### config.mk
export PLATFORM = sky130hd
export DESIGN_NAME = pe_operand_feeder
export DESIGN_NICKNAME = d
export VERILOG_FILES = /design/src/rtl/pe_pkg.sv /design/src/rtl/feeder_vbuf.sv /design/src/rtl/pe_operand_feeder.sv
export SDC_FILE = /design/constraint.sdc
export NUM_CORES = 1
export LEC_CHECK = 0
export BUFFER_PORTS_ARGS = -buffer_cell sky130_fd_sc_hd__buf_2
export CORE_MARGIN = 3
export CORE_UTILIZATION = 32
export DETAILED_ROUTE_END_ITERATION = 10
export HOLD_SLACK_MARGIN = 0.02
export MAX_ROUTING_LAYER = met4
export SYNTH_ARGS = -nofsm -noshare
export SYNTH_HDL_FRONTEND = slang
export SYNTH_SLANG_ARGS = --single-unit
### constraint.sdc
create_clock -name clk -period 2.57 [get_ports clk]
set_clock_uncertainty 0.05 [all_clocks]
set_input_delay 0.771 -clock clk [delete_from_list [all_inputs] [get_ports clk]]
set_output_delay 0.771 -clock clk [all_outputs]
set_load 0.01 [all_outputs]
### src/rtl/pe_pkg.sv
// Shared defaults and FSM state encoding for the PE operand feeder.
package pe_pkg;

  localparam int DW_DEF    = 16;
  localparam int DEPTH_DEF = 16;
  localparam int CW_DEF    = 8;

  typedef enum logic [1:0] {
    ST_IDLE   = 2'd0,
    ST_START  = 2'd1,
    ST_STREAM = 2'd2,
    ST_WAIT   = 2'd3
  } state_t;

endpackage

### src/rtl/feeder_vbuf.sv
// Local operand vector buffer: DEPTH x DW register file, one write port, one async read port.
module feeder_vbuf #(
  parameter int DW    = 16,
  parameter int DEPTH = 16,
  parameter int AW    = $clog2(DEPTH)
) (
  input  logic          clk,
  input  logic          i_we,
  input  logic [AW-1:0] i_waddr,
  input  logic [DW-1:0] i_wdata,
  input  logic [AW-1:0] i_raddr,
  output logic [DW-1:0] o_rdata
);

  // Contents are don't-care after reset, so the array carries no reset.
  logic [DW-1:0] r_mem [DEPTH];

  always_ff @(posedge clk) begin
    if (i_we) r_mem[i_waddr] <= i_wdata;
  end

  assign o_rdata = r_mem[i_raddr];

endmodule

### src/rtl/pe_operand_feeder.sv
// Drives one systolic PE: start pulse, N operand pairs under full-flag stalls, result capture.
// Optional FEEDER_PACE_EN forces an idle cycle between consecutive pairs.
module pe_operand_feeder
  import pe_pkg::*;
#(
  parameter int DW    = DW_DEF,
  parameter int DEPTH = DEPTH_DEF,
  parameter int CW    = CW_DEF
) (
  input  logic                       clk,
  input  logic                       rst_n,
  input  logic                       ld_we,
  input  logic                       ld_sel,
  input  logic [$clog2(DEPTH)-1:0]   ld_addr,
  input  logic [DW-1:0]              ld_data,
  input  logic                       go,
  input  logic [CW-1:0]              len,
  output logic                       busy,
  output logic                       done,
  output logic                       cfg_err,
  output logic signed [DW-1:0]       res,
  output logic                       res_sat,
  output logic                       pe_start,
  output logic                       pe_awe,
  output logic                       pe_bwe,
  output logic [DW-1:0]              pe_a,
  output logic [DW-1:0]              pe_b,
  output logic                       pe_ais,
  output logic                       pe_bis,
  output logic [CW-1:0]              pe_max_cntr,
  input  logic                       pe_aff,
  input  logic                       pe_bff,
  input  logic                       pe_fout,
  input  logic                       pe_sat,
  input  logic signed [DW-1:0]       pe_s_out
);

  localparam int AW = $clog2(DEPTH);

  state_t                r_state, w_state_nxt;
  logic [CW-1:0]         r_idx, r_n;
  logic                  r_got, r_done, r_cfg_err, r_res_sat;
  logic signed [DW-1:0]  r_res;
  logic                  w_issue, w_last, w_len_zero, w_len_bad, w_have_res, w_pace_ok;
  logic                  w_wr_a, w_wr_b;
  logic [DW-1:0]         w_a_rd, w_b_rd;

  assign w_wr_a = ld_we && (r_state == ST_IDLE) && !ld_sel;
  assign w_wr_b = ld_we && (r_state == ST_IDLE) &&  ld_sel;

  feeder_vbuf #(.DW(DW), .DEPTH(DEPTH), .AW(AW)) u_vbuf_a (
    .clk(clk), .i_we(w_wr_a), .i_waddr(ld_addr), .i_wdata(ld_data),
    .i_raddr(r_idx[AW-1:0]), .o_rdata(w_a_rd)
  );

  feeder_vbuf #(.DW(DW), .DEPTH(DEPTH), .AW(AW)) u_vbuf_b (
    .clk(clk), .i_we(w_wr_b), .i_waddr(ld_addr), .i_wdata(ld_data),
    .i_raddr(r_idx[AW-1:0]), .o_rdata(w_b_rd)
  );

`ifdef FEEDER_PACE_EN
  logic r_gap;
  assign w_pace_ok = !r_gap;
`else
  assign w_pace_ok = 1'b1;
`endif

  // Handshake: a pair transfers on any cycle with pe_awe=pe_bwe=1; these are raised
  // only in STREAM when neither pe_aff nor pe_bff is set, so the full flags act as ready.
  assign w_issue    = (r_state == ST_STREAM) && !pe_aff && !pe_bff && w_pace_ok;
  assign w_last     = (r_idx == r_n - CW'(1));
  assign w_len_zero = (len == '0);
  assign w_len_bad  = ({1'b0, len} > (CW+1)'(DEPTH));
  assign w_have_res = r_got || pe_fout;

  always_comb begin
    w_state_nxt = r_state;
    case (r_state)
      ST_IDLE:   if (go && !w_len_zero && !w_len_bad) w_state_nxt = ST_START;
      ST_START:  w_state_nxt = ST_STREAM;
      ST_STREAM: if (w_issue && w_last) w_state_nxt = ST_WAIT;
      ST_WAIT:   if (w_have_res) w_state_nxt = ST_IDLE;
      default:   w_state_nxt = ST_IDLE;
    endcase
  end

  always_ff @(posedge clk or negedge rst_n) begin
    if (!rst_n) begin
      r_state   <= ST_IDLE;
      r_idx     <= '0;
      r_n       <= '0;
      r_got     <= 1'b0;
      r_done    <= 1'b0;
      r_cfg_err <= 1'b0;
      r_res     <= '0;
      r_res_sat <= 1'b0;
`ifdef FEEDER_PACE_EN
      r_gap     <= 1'b0;
`endif
    end else begin
      r_state   <= w_state_nxt;
      r_done    <= 1'b0;
      r_cfg_err <= 1'b0;
`ifdef FEEDER_PACE_EN
      r_gap     <= w_issue;
`endif
      case (r_state)
        ST_IDLE: begin
          if (go) begin
            if (w_len_zero) begin
              r_done    <= 1'b1;
              r_res     <= '0;
              r_res_sat <= 1'b0;
            end else if (w_len_bad) begin
              r_cfg_err <= 1'b1;
            end else begin
              r_n <= len;
            end
          end
        end
        ST_START: begin
          r_idx <= '0;
          r_got <= 1'b0;
        end
        ST_STREAM: begin
          if (w_issue) r_idx <= r_idx + CW'(1);
          // An early result is held here until the last pair has gone out.
          if (pe_fout) begin
            r_res     <= pe_s_out;
            r_res_sat <= pe_sat;
            r_got     <= 1'b1;
          end
        end
        ST_WAIT: begin
          if (pe_fout) begin
            r_res     <= pe_s_out;
            r_res_sat <= pe_sat;
          end
          if (w_have_res) begin
            r_done <= 1'b1;
            r_got  <= 1'b0;
          end
        end
        default: ;
      endcase
    end
  end

  assign busy        = (r_state != ST_IDLE);
  assign done        = r_done;
  assign cfg_err     = r_cfg_err;
  assign res         = r_res;
  assign res_sat     = r_res_sat;
  assign pe_start    = (r_state == ST_START);
  assign pe_awe      = w_issue;
  assign pe_bwe      = w_issue;
  assign pe_a        = w_issue ? w_a_rd : '0;
  assign pe_b        = w_issue ? w_b_rd : '0;
  assign pe_ais      = 1'b0;
  assign pe_bis      = 1'b0;
  assign pe_max_cntr = r_n;

endmodule
==> impl_metrics.yaml, run 1 <==
power:
  cellPowerDensity_nw_per_um2: 903.3
  netSwitchingPower_mw: 6.137
  p_int_mw: 17.77
  p_leak_nw: 8.687
  comb_power_share: 0.244
  seqPwrFrac: 0.426
  ir_worst_vdd_mv: 0.5044
  p_sw_frac: 0.2567
  power_frac_clock: 0.329
  fin_total_pwr_mw: 23.91
clock_network:
  htree_levels: 2
  max-clock-path-buffers: 3
  cts_tree: "yes"
  cts_hold_buffers: 0
  numCtsBuffers: 53
  cts.sinks: 550
  clk_pin_slew_worst_paths_ps: 60
  clk_latency_ps: 580
  cts-root-buf: "clkbuf_16"
global_route:
  overflow: 0
  antenna_found_initial: 5
  grt_pass1_wl_um: 74290
  grt_max_degree: 39
  grt_pass1_vias: 10996
  grt.total_usage: 0.1473
die:
  pin_count: 118
  core_sq_um: 66220
  die_w_um: 265.4
  fp.dieH_um: 265.4
  rows: 94
  start_util: 0.3252
  die_area_sq_um: 70440
drt:
  vias_per_cell: 4.916
  vias: 10506
  route.detailed.wl_per_inst_um: 23.43
  drt-pass1-iter-count: 5
  wl_um: 50070
  drt-initial-drc-count: 796
  ant_nets: 0
  drc: 0
critical_path:
  crit_fanout: 14
  critical_path_required_ps: 1750
  r2r_setup_slack_ps: 150
  path_class: "flip-flop to primary output"
  end_kind: "primary output"
  rr_worst_depth: 9
  cp.arrival_ps: 2740
  regToRegEndpoint: "u_vbuf_a.r_mem[11][4]"
  worst_setup_path_start_kind: "flip-flop"
  rr_startpoint: "r_state[1]"
sta:
  slew-limit-headroom: 0.5160
  timing.final.ws_setup_ps: -989.3
  setup_viol: 32
  drv_slew: 0
  hold_viol_final: 0
  finalCritPeriodShare: 1.385
  period_needed_ps: 3559
  max_freq_mhz: 281.0
  rsz0062_at_grt: "yes"
  worst_slew_pin_slew_ps: 723.3
yosys:
  synthTopCellsByArea: "edfxtp_1 (71%), mux4_2 (17%), dfrtp_1 (4.4%)"
  yosysWarnings: 0
  syn_area_sq_um: 21530
  yosysTopAreaCellShare: 0.7140
  synth-edff-count: 512
  ys_seq_area_frac: 0.7581
  synth-seq-cells: 550
  async_reset_ff_frac: 0.06909
  synth.avg_cell_area_sq_um: 21.38
  synth_ff_type: "edfxtp_1"
  syn_inst: 1007
  yosysUniqueCellTypes: 40
  synth_top_cell_by_area: "edfxtp_1"
run_status:
  violations: "setup timing"
  status: "finished, violations left"
finish:
  final_layout_size_suffix_gt1_frac: 0.4267
  area_delta_synth_final_pct: 22.91
  nFillCells: 5810
  utilization: 0.3997
  final_net_count: 1287
min_path:
  hp-class: "primary input to asynchronous set/reset pin"
placement:
  dp_hpwl_um: 30000
  gp_congestion: 0.7532
  io_buffers: 115
flow_run:
  cap_violations: 0
worst max-delay path by stage:
stage	from	endpoint	slack [ps]	depth (start not counted)
4_1_cts	r_idx[0]	pe_b[0]	-1080	6
6_report	r_idx[0]	pe_b[2]	-990	6
5_1_grt	r_idx[0]	pe_b[12]	-1090	6
3_3_place_gp	r_idx[0]	pe_b[12]	-420	6
3_5_place_dp	r_idx[0]	pe_b[12]	-440	6
2_1_floorplan	r_idx[0]	pe_a[0]	-130	6
cell families (layout without fill, tap and decap cells):
logic type / after synthesis / after routing / share of synthesized area
AOI/OAI and AO/OA: 40 / 40 / 0.01040
xor gates and xnor gates: 15 / 15 / 0.006101
buffers and inverters: 65 / 325 / 0.01476
and+or+nand+nor: 165 / 165 / 0.03695
other: 1 / 7 / 0.0001741
muxes: 164 / 164 / 0.1694
DFF: 550 / 550 / 0.7581
adders and majority gates: 7 / 7 / 0.004067
worst max-delay path: stages, from the launching register on:
cell and delay [ps]:
dfrtp_4 450, buf_12 190, buf_4 190, mux4_2 510, mux4_2 470, and2_4 190, buf_2 140
cell usage after synthesis (2+ instances only):
library cell	instances
a21oi_1	6
and2_1	33
and3_1	4
buf_1	8
buf_2	8
buf_4	9
buf_6	4
clkbuf_1	26
dfrtp_1	38
edfxtp_1	512
ha_1	7
inv_1	10
mux2_2	4
mux4_2	160
nand2_1	50
nand2b_1	5
nand3_1	6
nand4_1	3
nor2_1	46
nor2b_1	5
nor3_1	3
nor4_1	2
o21ai_0	27
or2_2	2
xnor2_1	9
xor2_1	6
layout make-up:
cell class	count	area, sq um	area share
antenna	5	12.51	0.0004727
clock buffer	61	1399	0.05285
clock inverter	35	359.1	0.01357
inverter	10	42.54	0.001607
multi-input combinational	393	5096	0.1925
sequential	550	16340	0.6172
tap	864	1081	0.04084
timing repair buffer	219	2142	0.08093
placed cells by master, fill, tap and decap left out, types with 9 or more instances in the layout:
cell	synthesis	routed
clkinv_2	0	9
o21ai_0	27	27
buf_12	0	46
nor2_2	0	32
edfxtp_1	512	512
dfrtp_1	38	34
buf_4	9	52
nand2_1	50	49
xnor2_1	9	9
buf_6	4	26
mux4_2	160	160
clkinv_1	0	12
buf_2	8	92
clkbuf_16	0	57
and2_4	0	32
nor2_1	46	14
per-stage QoR:
step	std cells	TNS, ps	worst slack, ps	cell area, sq um	hold slack, ps
2_1_floorplan	1008	-4311	-134.5	21740	425.4
3_3_place_gp	2020	-11770	-419.5	24320	408.5
3_5_place_dp	2020	-13610	-435.2	24320	417.9
4_1_cts	2124	-32580	-1076	26330	176.6
5_1_grt	2135	-33460	-1090	26460	221.3
6_report	2137	-30280	-989.3	26470	194.5
power by group through the flow:
stage / registers [mW] / clock network [mW] / logic, mW
after floorplan: 10.4 / 0 / 3.82
after global placement: 10.4 / 0 / 5.53
final: 10.2 / 7.87 / 5.84
after detailed placement: 10.4 / 0 / 5.59
after CTS: 10.2 / 8.07 / 5.81
after global routing: 10.2 / 8.45 / 6.32
metal layers:
metal	part of all wire	GRT usage
met5	0	-
met4	0.016	0.03278
met3	0.059	0.02738
met2	0.50	0.2407
met1	0.43	0.1933
timing repair:
| item | CTS | global route |
|---|---|---|
| hold endpoints to repair | 0 | 0 |
| gates resized for setup | 31 | 11 |
| gates cloned | 1 | 2 |
| setup endpoints to repair | 34 | 48 |
| buffers inserted | 7 | 7 |
| pin swaps | 1 | 0 |
flip-flops by register name, summed over array words and instances, names as in the netlist:
| name | cells |
|---|---|
| u_vbuf_a.r_mem | 256 |
| u_vbuf_b.r_mem | 256 |
| res | 16 |
| pe_max_cntr | 8 |
| r_idx | 8 |
| r_state | 2 |
| cfg_err | 1 |
| done | 1 |
| r_got | 1 |
| res_sat | 1 |
Power figures use the tool's default switching activity.
==> run 2: changes to the inputs <==
--- a/config.mk
+++ b/config.mk
@@ -7,10 +7,11 @@
 export LEC_CHECK = 0
 export BUFFER_PORTS_ARGS = -buffer_cell sky130_fd_sc_hd__buf_2
 export CORE_MARGIN = 3
-export CORE_UTILIZATION = 32
+export CORE_UTILIZATION = 55
 export DETAILED_ROUTE_END_ITERATION = 10
 export HOLD_SLACK_MARGIN = 0.02
 export MAX_ROUTING_LAYER = met4
+export PLACE_DENSITY = 0.76
 export SYNTH_ARGS = -nofsm -noshare
 export SYNTH_HDL_FRONTEND = slang
 export SYNTH_SLANG_ARGS = --single-unit
==> impl_metrics.yaml, run 2 (same netlist as run 1, synthesis figures left out) <==
run_status:
  status: "finished, violations left"
  violations: "setup timing"
global_route:
  overflow: 0
  grt_pass1_vias: 11519
  grt_pass1_wl_um: 76900
  antenna_found_initial: 3
  grt.total_usage: 0.2644
  grt_max_degree: 35
critical_path:
  worst_setup_path_start_kind: "flip-flop"
  cp_top_family: "multiplexers"
  crit_fanout: 9
  end_kind: "primary output"
  rr_worst_depth: 7
  crit_path_max_incr_delay_ps: 560
  path_class: "flip-flop to primary output"
  regToRegEndpoint: "r_state[1]"
  rr_startpoint: "r_idx[1]"
  r2r_setup_slack_ps: 270
  cp_num_buf_inv: 3
  cp_cell_sequence: "buf_12 > buf_12 > mux4_2 > mux4_2 > and2_4 > buf_6"
  critPathSlowestCell: "mux4_2"
  critical_path_required_ps: 1750
  cp.arrival_ps: 2790
placement:
  dp_hpwl_um: 27870
  gp_congestion: 0.8115
  io_buffers: 115
  place_inst: 1662
clock_network:
  cts_tree: "yes"
  cts.sinks: 550
  cts_hold_buffers: 0
  clk_pin_slew_worst_paths_ps: 60
  cts-root-buf: "clkbuf_16"
  clk_latency_ps: 590
  numCtsBuffers: 53
  max-clock-path-buffers: 3
  htree_levels: 2
drt:
  ant_nets: 0
  vias_per_cell: 6.284
  vias: 11147
  drt-pass1-iter-count: 5
  route.detailed.wl_per_inst_um: 29.14
  drc: 0
  wl_um: 51700
  drt-initial-drc-count: 1316
sta:
  max_freq_mhz: 276.6
  finalCritPeriodShare: 1.407
  drv_slew: 0
  timing.final.ws_setup_ps: -1046
  rsz0062_at_grt: "yes"
  slew-limit-headroom: 0.5385
  worst_slew_pin_slew_ps: 692.3
  period_needed_ps: 3616
  setup_viol: 32
  hold_viol_final: 0
power:
  cellPowerDensity_nw_per_um2: 933.3
  ir_worst_vdd_mv: 0.5945
  p_leak_nw: 8.669
  fin_total_pwr_mw: 24.26
finish:
  area_delta_synth_final_pct: 20.72
  stdcell_count: 1774
  final_net_count: 1279
  final_layout_size_suffix_gt1_frac: 0.4219
  final_cell_mix: "edfxtp_1 (512), mux4_2 (160), buf_2 (89)"
  final_common_cell: "edfxtp_1"
die:
  fp.dieH_um: 203.9
  rows: 71
  pin_count: 118
  die_w_um: 203.9
  die_area_sq_um: 41560
  core_sq_um: 38110
  start_util: 0.5651
min_path:
  hp-class: "primary input to asynchronous set/reset pin"
flow_run:
  cap_violations: 0
-- run 2: cell count changes in the layout (fill, tap and decap cells not counted), moves of 3 or more --
cell       previous run  this run
buf_12               46        38
buf_4                52        46
buf_16                1         6
buf_6                26        30
clkbuf_16            57        53
buf_2                92        89
bufinv_16             7        10
clkbuf_1              6         9
diode_2               5         2
-- run 2: repair_timing --
item | in CTS | in global routing
gates resized for setup | 53 | 3
pin swaps | 9 | 3
endpoints found under the setup margin | 35 | 32
gates cloned | 5 | 0
setup buffers | 7 | 2
-- run 2: metal layers --
layer | global-route usage | wire length [um]
met4 | 0.07866 | 1399
met2 | 0.4212 | 26010
met5 | - | 0
met3 | 0.05224 | 4629
met1 | 0.3552 | 19650
-- run 2: worst register-to-register path, delay by kind of cell (launching register included) --
kind	cells	cell delay, ps
DFF	1	590
AOI/OAI and AO/OA	2	430
buffers and inverters	2	420
and+or+nand+nor	1	300
muxes	1	270
xor gates and xnor gates	1	110
-- run 2: through the flow --
stage	area, sq um	setup TNS (ps)	hold slack [ps]	worst slack (ps)	util
floorplan	21740	-4311	425.4	-134.5	-
global placement	23730	-11620	407.8	-402.7	0.6227
detailed placement	23730	-11870	417.3	-431.6	0.6227
CTS	25990	-32010	29.04	-1053	0.6821
global route	26000	-32670	68.17	-1075	0.6822
finish	26000	-30770	49.65	-1046	0.6822
-- run 2: area by class of cell --
class | instances | area [sq um]
flip-flops and latches | 550 | 16340
multi-input cells | 393 | 5091
clock buffers | 62 | 1360
fillers | 2205 | 12110
repair buffers | 211 | 2085
inverters | 10 | 45.04
well taps | 511 | 639.4
diodes | 2 | 5.005
clock inverters | 35 | 435.4
-- run 2: worst max-delay path by stage --
| stage | startpoint | end | slack [ps] | depth (start not counted) |
|---|---|---|---|---|
| after global routing | r_idx[0] | pe_a[10] | -1070 | 6 |
| after global placement | r_idx[0] | pe_b[15] | -400 | 5 |
| after CTS | r_idx[0] | pe_b[7] | -1050 | 6 |
| final | r_idx[0] | pe_a[13] | -1050 | 6 |
| after floorplan | r_idx[0] | pe_a[0] | -130 | 6 |
| after detailed placement | r_idx[0] | pe_b[15] | -430 | 5 |
-- run 2: where the power goes --
group | total, mW | leakage [nW] | internal, mW | switching [mW]
registers | 10.2 | 5.09 | 10.0 | 0.177
clock network | 8.09 | 0.870 | 4.79 | 3.30
logic | 5.96 | 2.71 | 3.19 | 2.78
total | 24.3 | 8.67 | 18.0 | 6.25
==> run 3: changes to the inputs <==
--- a/config.mk
+++ b/config.mk
@@ -5,6 +5,7 @@
 export SDC_FILE = /design/constraint.sdc
 export NUM_CORES = 1
 export LEC_CHECK = 0
+export ABC_AREA = 1
 export BUFFER_PORTS_ARGS = -buffer_cell sky130_fd_sc_hd__buf_2
 export CORE_MARGIN = 3
 export CORE_UTILIZATION = 55
==> impl_metrics.yaml, run 3 <==
global_route:
  antenna_found_initial: 2
  overflow: 0
  grt.total_usage: 0.2795
  grt_pass1_wl_um: 86360
  grt_max_degree: 60
  grt_pass1_vias: 14809
min_path:
  hp-class: "primary input to asynchronous set/reset pin"
yosys:
  synth-edff-count: 512
  synth.avg_cell_area_sq_um: 13.02
  ys_seq_area_frac: 0.7406
  async_reset_ff_frac: 0.06909
  yosysTopAreaCellShare: 0.6975
  syn_area_sq_um: 22040
  synth_ff_type: "edfxtp_1"
  synth-seq-cells: 550
  syn_inst: 1693
  netlist_top_cells_count: "edfxtp_1 (512), nor2_1 (322), o21ai_0 (282)"
  yosys.cell_count.top_type: "edfxtp_1"
  yosysWarnings: 0
  synthTopCellsByArea: "edfxtp_1 (70%), o21ai_0 (6.4%), nor2_1 (5.5%)"
  synth_top_cell_by_area: "edfxtp_1"
  yosysUniqueCellTypes: 36
sta:
  max_freq_mhz: 304.1
  setup_viol: 32
  hold_viol_final: 0
  finalCritPeriodShare: 1.280
  worst_slew_pin_slew_ps: 682.3
  drv_slew: 0
  timing.final.ws_setup_ps: -718.9
  slew-limit-headroom: 0.5451
  period_needed_ps: 3289
  rsz0062_at_grt: "yes"
drt:
  wl_um: 58920
  route.detailed.wl_per_inst_um: 24.01
  vias: 15574
  ant_nets: 0
  dr_wl_met2_um: 28650
  drt-initial-drc-count: 1801
  drt-pass1-iter-count: 6
  wl_met1_um: 22030
  highest_layer: "met4"
  met3_length_um: 6446
  vias_per_cell: 6.346
  drc: 0
run_status:
  violations: "setup timing"
  status: "finished, violations left"
critical_path:
  cp.arrival_ps: 2470
  r2r_setup_slack_ps: 360
  worst_setup_path_start_kind: "flip-flop"
  end_kind: "primary output"
  crit_fanout: 12
  critPathSlowestCell: "dfrtp_4"
  rr_startpoint: "r_state[1]"
  path_class: "flip-flop to primary output"
  critical_path_required_ps: 1750
  cp_cell_sequence: "clkinv_8 > buf_16 > buf_4 > o21ai_0 > o22ai_1 > o211ai_1 > a21oi_1 > buf_2"
  crit_path_max_incr_delay_ps: 510
  cp_num_buf_inv: 4
  regToRegEndpoint: "r_idx[6]"
  cp_top_family: "compound AO/OA/AOI/OAI gates"
  rr_worst_depth: 13
placement:
  dp_hpwl_um: 33710
  io_buffers: 115
  placed_area_sq_um: 24170
  pre_cts_slack_ps: -91.90
  gp_congestion: 0.9220
clock_network:
  numCtsBuffers: 53
  cts-root-buf: "clkbuf_16"
  max-clock-path-buffers: 3
  htree_levels: 2
  cts_tree: "yes"
  clk_latency_ps: 620
  clk_pin_slew_worst_paths_ps: 60
  cts.sinks: 550
power:
  cellPowerDensity_nw_per_um2: 949.8
  fin_total_pwr_mw: 25.18
  p_leak_nw: 9.152
  ir_worst_vdd_mv: 0.7200
finish:
  final_net_count: 1949
  area_delta_synth_final_pct: 20.29
  fin_area_sq_um: 26520
  final_cell_mix: "edfxtp_1 (512), nor2_1 (291), o21ai_0 (249)"
  utilization: 0.6782
  final_common_cell: "edfxtp_1"
  final_layout_size_suffix_gt1_frac: 0.2168
die:
  start_util: 0.5638
  pin_count: 118
  die_area_sq_um: 42520
  core_sq_um: 39100
  rows: 72
  fp.dieH_um: 206.2
  die_w_um: 206.2
flow_run:
  cap_violations: 0
run 3: area by class of cell:
type,count,area [sq um]
Sequential cell,550,16340
Fill cell,2560,12580
Multi-Input combinational cell,970,5186
Timing Repair Buffer,261,2366
Clock buffer,67,1379
Tap cell,518,648.1
Clock inverter,32,377.9
Inverter,53,214.0
Antenna cell,3,7.507
run 3: logic make-up (layout without fill, tap and decap cells):
| kind of cell | count (synthesis) | after routing | synth area share |
|---|---|---|---|
| buffers and inverters | 174 | 413 | 0.03604 |
| DFF | 550 | 550 | 0.7406 |
| adders and majority gates | 7 | 7 | 0.003973 |
| and+or+nand+nor | 467 | 467 | 0.08440 |
| xor gates and xnor gates | 2 | 2 | 0.0007948 |
| AOI/OAI and AO/OA | 492 | 492 | 0.1340 |
| other | 1 | 5 | 0.0001701 |
run 3: worst max path at each step:
stage             start               endpoint  cells after the start
3_3_place_gp   r_idx[0]                pe_b[1]                      8
3_5_place_dp   r_idx[0]                pe_b[9]                      8
5_1_grt        r_idx[0]                pe_a[1]                      7
6_report       r_idx[0]                pe_a[1]                      8
2_1_floorplan    ld_sel  u_vbuf_a.r_mem[15][0]                      3
4_1_cts        r_idx[0]                pe_b[3]                      8
run 3: layer usage:
| layer | up-vias | GRT usage |
|---|---|---|
| li1 | 6736 | - |
| met1 | 7668 | 0.3691 |
| met2 | 1037 | 0.4423 |
| met3 | 133 | 0.04331 |
| met4 | 0 | 0.1120 |
| met5 | - | - |
run 3: power breakdown:
| group | internal (mW) | leakage [nW] | switching [mW] |
|---|---|---|---|
| Clock | 4.46 | 0.837 | 3.36 |
| Combinational | 2.74 | 3.22 | 4.28 |
| Sequential | 10.1 | 5.09 | 0.225 |
run 3: stage by stage:
step / hold slack [ps] / TNS [ps] / std cells
2_1_floorplan: 404.2 / 0 / 1694
3_3_place_gp: 433.2 / -323.0 / 2337
3_5_place_dp: 430.3 / -1024 / 2337
4_1_cts: 26.41 / -19520 / 2443
5_1_grt: 61.11 / -21970 / 2453
6_report: 46.63 / -19370 / 2454
run 3: repair_timing:
action / CTS / global route
gates cloned: 4 / 4
endpoints found under the setup margin: 35 / 35
pin swaps: 6 / 17
gates resized for setup: 45 / 67
setup buffers: 3 / 5
hold buffers: 0 / 0
endpoints found under the hold margin: 0 / 0
run 3: worst reg2reg max path: stages, from the launching register on:
cell     delay (ps)
dfrtp_1         450
ha_4            170
inv_1            40
nor2_1          100
nand2_2          80
buf_12          190
buf_4           190
nand2_2         110
nand2_1          60
nor2_1          120
nand2_1         110
nor2_1          150
a21oi_1          90
nor3_1          160
